File: config.mk
export PLATFORM = sky130hd
export DESIGN_NAME = cn_trace_monitor
export DESIGN_NICKNAME = d
export VERILOG_FILES = /design/src/rtl/cn_trace_monitor.sv
export SDC_FILE = /design/constraint.sdc
export NUM_CORES = 1
export LEC_CHECK = 0
export BUFFER_PORTS_ARGS = -buffer_cell sky130_fd_sc_hd__buf_2
export CELL_PAD_IN_SITES_DETAIL_PLACEMENT = 1
export CELL_PAD_IN_SITES_GLOBAL_PLACEMENT = 1
export CORE_ASPECT_RATIO = 0.5
export CORE_UTILIZATION = 50
export DETAILED_ROUTE_END_ITERATION = 10
export GPL_TIMING_DRIVEN = 0
export PLACE_DENSITY = 0.75
export SETUP_SLACK_MARGIN = 0.5
export SLEW_MARGIN = 15
export SYNTH_ARGS = -nofsm -noshare
export SYNTH_HDL_FRONTEND = slang
export SYNTH_SLANG_ARGS = --single-unit
File: constraint.sdc
create_clock -name clk -period 5 [get_ports clk]
set_clock_uncertainty 0.2 [all_clocks]
set_input_delay 0.5 -clock clk [delete_from_list [all_inputs] [get_ports clk]]
set_output_delay 0.5 -clock clk [all_outputs]
set_load 0.1 [all_outputs]
File: src/rtl/cn_trace_monitor.sv
// Timestamps selector/c/n samples into a small FIFO drained over a valid/ready stream.
// Optional change-only capture filter: define CN_TRACE_FILTER_EN.
module cn_trace_monitor #(
  parameter int W       = 11,
  parameter int STAMP_W = 16,
  parameter int DEPTH   = 8
) (
  input  logic                 clk,
  input  logic                 rst,
  input  logic                 arm,
  input  logic                 selector,
  input  logic [W-1:0]         c,
  input  logic [W-1:0]         n,
  output logic                 trace_valid,
  input  logic                 trace_ready,
  output logic [STAMP_W+2*W:0] trace_data,
  output logic                 overflow,
  output logic [7:0]           drop_cnt
);
  localparam int AW = $clog2(DEPTH);
  localparam int DW = STAMP_W + 1 + 2*W;
  localparam logic [AW:0] DEPTH_C = (AW+1)'(DEPTH);

  typedef enum logic [1:0] {ST_EMPTY, ST_PARTIAL, ST_FULL} fifo_state_e;

  fifo_state_e        state_q;
  logic [STAMP_W-1:0] stamp_q;
  logic [AW:0]        wr_ptr_q, rd_ptr_q, wr_ptr_d, rd_ptr_d, count_d;
  logic               first_q, arm_q;
  logic               changed, cap, push, pop, drop, full;
  logic [DW-1:0]      mem [DEPTH];

`ifdef CN_TRACE_FILTER_EN
  logic [W-1:0] last_c_q, last_n_q;

  // Loaded on every capture, dropped ones included, so a retried value is not re-recorded.
  always_ff @(posedge clk or posedge rst) begin
    if (rst) begin
      last_c_q <= '0;
      last_n_q <= '0;
    end else if (cap) begin
      last_c_q <= c;
      last_n_q <= n;
    end
  end

  always_comb begin
    changed = (c != last_c_q) || (n != last_n_q);
  end
`else
  always_comb begin
    changed = 1'b1;
  end
`endif

  always_comb begin
    cap         = arm && (first_q || changed);
    full        = (state_q == ST_FULL);
    trace_valid = (state_q != ST_EMPTY);
    pop         = trace_valid && trace_ready;
    push        = cap && (!full || pop);
    drop        = cap && full && !pop;
    wr_ptr_d    = wr_ptr_q + (AW+1)'(push);
    rd_ptr_d    = rd_ptr_q + (AW+1)'(pop);
    count_d     = wr_ptr_d - rd_ptr_d;
  end

  always_ff @(posedge clk or posedge rst) begin
    if (rst) begin
      stamp_q  <= '0;
      wr_ptr_q <= '0;
      rd_ptr_q <= '0;
      state_q  <= ST_EMPTY;
      first_q  <= 1'b1;
      arm_q    <= 1'b0;
      overflow <= 1'b0;
      drop_cnt <= '0;
    end else begin
      stamp_q  <= stamp_q + STAMP_W'(1);
      wr_ptr_q <= wr_ptr_d;
      rd_ptr_q <= rd_ptr_d;
      arm_q    <= arm;
      if (count_d == '0)
        state_q <= ST_EMPTY;
      else if (count_d == DEPTH_C)
        state_q <= ST_FULL;
      else
        state_q <= ST_PARTIAL;
      if (cap)
        first_q <= 1'b0;
      else if (arm_q && !arm)
        first_q <= 1'b1;
      if (drop) begin
        overflow <= 1'b1;
        if (drop_cnt != '1)
          drop_cnt <= drop_cnt + 8'd1;
      end
    end
  end

  // Storage is deliberately not reset; only the pointers define occupancy.
  always_ff @(posedge clk) begin
    if (push)
      mem[wr_ptr_q[AW-1:0]] <= {stamp_q, selector, c, n};
  end

  always_comb begin
    trace_data = mem[rd_ptr_q[AW-1:0]];
  end

endmodule

==> impl_metrics.yaml <==
status:
  status: "finished, violations left"
  violations: "DRC"
die:
  coreArea_um2: 25800
  rows: 41
  start_util: 0.520
  ios: 76
  dieHeight_um: 118
  die-area_um2: 27500
  die_w_um: 234
placed_design:
  port_buffers: 75
  place_ws_ns: 1.85
  place_congestion: 0.730
  placed_area_um2: 14700
  dp.final_hpwl_um: 18200
clocking:
  cts_buffer_depth: 3
  clockRootBuffer: "clkbuf_16"
  htreeDepth: 1
  cts_tree: "yes"
  postCtsSetupBuffers: 0
  clk_latency_ns: 0.57
  cts.sinks: 347
  clk_pin_slew_ns: 0.07
  cts_buffers: 29
setup_path:
  r2r_start: "state_q[0]$_DFF_PP0_"
  worstSetupStartpoint: "rd_ptr_q[1]$_DFF_PP0_"
  worstPathMaxFanout: 10
  cp_common_cell: "buf_2"
  end_kind: "output port"
  reg2reg_depth: 6
  critical-path-slowest-cell: "clkbuf_1"
  r2r_slack_ns: 2.22
  startpoint_type: "register"
  cp.arrival_ns: 3.01
  worstReg2RegEnd: "mem[1][30]$_DFFE_PP_"
  worstPathCellList: "clkbuf_1, buf_2, buf_2, mux4_2, mux2_4, buf_2"
  slowest_delay_ns: 0.39
  required_ns: 4.30
  critPathKind: "reg2out"
timing:
  rsz0062_at_grt: "no"
  finalCritPeriodShare: 0.742
  setup_ws_ns: 1.29
  finalSetupViolCount: 0
  min_period_ns: 3.71
  hold_viol: 0
  worst_slew_pin_slew_ns: 1.04
  maxSlewViolCount: 0
  fmax_mhz: 270
  relSlewSlack: 0.305
  hold_slack_ns: 0.0294
grt:
  antenna_found_initial: 0
  grt_max_degree: 21
  first_global_vias: 7069
  grt_remaining_overflow: 0
  grt_first_pass_wirelength_um: 43300
  grt_usage: 0.217
drt:
  wl_met3_um: 1530
  wl_met2_um: 14300
  wire_per_inst_um: 25.6
  m1WireLength_um: 12100
  drt-total-wl_um: 28500
  viasPerCell: 5.73
  routed.top_layer: "met4"
  drt_iter0_drc: 543
  dr.pass1.iters: 8
  ant_nets: 0
  drc: 4
  vias: 6373
min_path:
  hp-start: "n[7]"
  min_path_cells: 1
  hp-class: "in2reg"
  whs_endpoint: "mem[1][7]$_DFFE_PP_"
synthesis:
  ys_top_cells_by_area: "edfxtp_1 (70%), mux4_2 (13%), dfrtp_1 (6.5%)"
  synth-main-ff-cell: "edfxtp_1"
  synth-compound-area-share: 0.00280
  synth_seq_cells: 347
  netlist_area_um2: 13400
  muxShareOfSynthArea: 0.171
  synthArstFlopShare: 0.101
  yosysWarningCount: 0
  ys_types: 32
  syn_avg_cell_area_um2: 22.5
  yosysTopAreaCell: "edfxtp_1"
  netlist.area_leader.share: 0.699
  synth_fa_ha_area_frac: 0.00840
  yosys.area_share.simple: 0.0229
  ys_seq_area_frac: 0.765
  yosys.area_share.xor_xnor: 0.0167
  synth_top_family_by_area: "multiplexers"
  syn_nets: 631
  synth-edff-count: 312
  synthCells: 595
finish:
  final_common_cell: "edfxtp_1"
  fillerInstances: 2147
  stdcell_area_um2: 16000
  drive_gt1_frac: 0.380
  nNetsFinal: 782
  area_delta_synth_final_pct: 19.1
  mostFrequentLayoutCells: "edfxtp_1 (312), buf_2 (84), mux4_2 (78)"
  num_antenna_cells: 0
run:
  cap_violations: 0
## final cells by class
type / instances / area, µm² / area share
tap: 344 / 430 / 0.0270
clock inverter: 20 / 282 / 0.0176
timing repair buffer: 120 / 1020 / 0.0638
sequential: 347 / 10200 / 0.642
clock buffer: 34 / 774 / 0.0485
buffer: 23 / 154 / 0.00964
multi-input combinational: 218 / 3030 / 0.190
inverter: 7 / 26.3 / 0.00165
## worst max-delay path by stage
stage	to	slack, ns	depth (start not counted)
global route	trace_data[25]	1.11	6
finish	trace_data[25]	1.29	6
CTS	trace_data[25]	1.23	6
floorplan	mem[0][0]$_DFFE_PP_	0.68	4
global placement	mem[0][21]$_DFFE_PP_	-2.30	5
detailed placement	trace_data[14]	1.85	5
## critical path, delay by kind of cell (launching register included)
kind,cells,cell delay [ns]
buffers and inverters,4,1.43
multiplexers,2,0.67
flip-flops,1,0.35
## registers in the layout, indices dropped and copies added, names as in the netlist
register	flops
stamp_q	16
wr_ptr_q	4
mem	312
rd_ptr_q	4
state_q	2
overflow	1
drop_cnt	8
## synthesized netlist by cell type (3+ instances only)
cell type / instances
xnor2_1: 16
nand3_1: 13
and2_1: 3
a21oi_1: 3
dfrtp_1: 35
nand2b_1: 6
nor2_1: 14
clkbuf_1: 9
nand2_1: 10
ha_1: 9
mux2_4: 20
mux2_2: 21
buf_2: 9
mux4_2: 78
buf_12: 3
inv_1: 7
edfxtp_1: 312
xor2_1: 7
and3_1: 3
## cell families after synthesis
family | Yosys count
buffers and inverters | 30
adders and majority gates | 9
AOI/OAI and AO/OA | 6
muxes | 119
and+or+nand+nor | 60
DFF | 347
xor gates and xnor gates | 24
## per-layer routing
| metal | vias up | track usage |
|---|---|---|
| li1 | 2735 | - |
| met1 | 3402 | 0.298 |
| met2 | 193 | 0.365 |
| met3 | 43 | 0.0392 |
| met4 | 0 | 0.0487 |
| met5 | - | 0 |
## stage by stage
step	setup TNS, ns	util	std cells
finish	0	0.620	1113
global route	0	0.620	1113
CTS	0	0.620	1113
detailed placement	0	0.570	1036
global placement	-202.63	0.552	1014
floorplan	0	-	595
## what timing repair did
item | 4_1_cts | 5_1_grt
resized for setup | 0 | 0
hold endpoints to repair | 181 | 0
hold buffers | 23 | 0
Power is left out: the tool's default activity adds up to more than one toggle a clock period on the data nets, which glitch-free logic cannot reach.
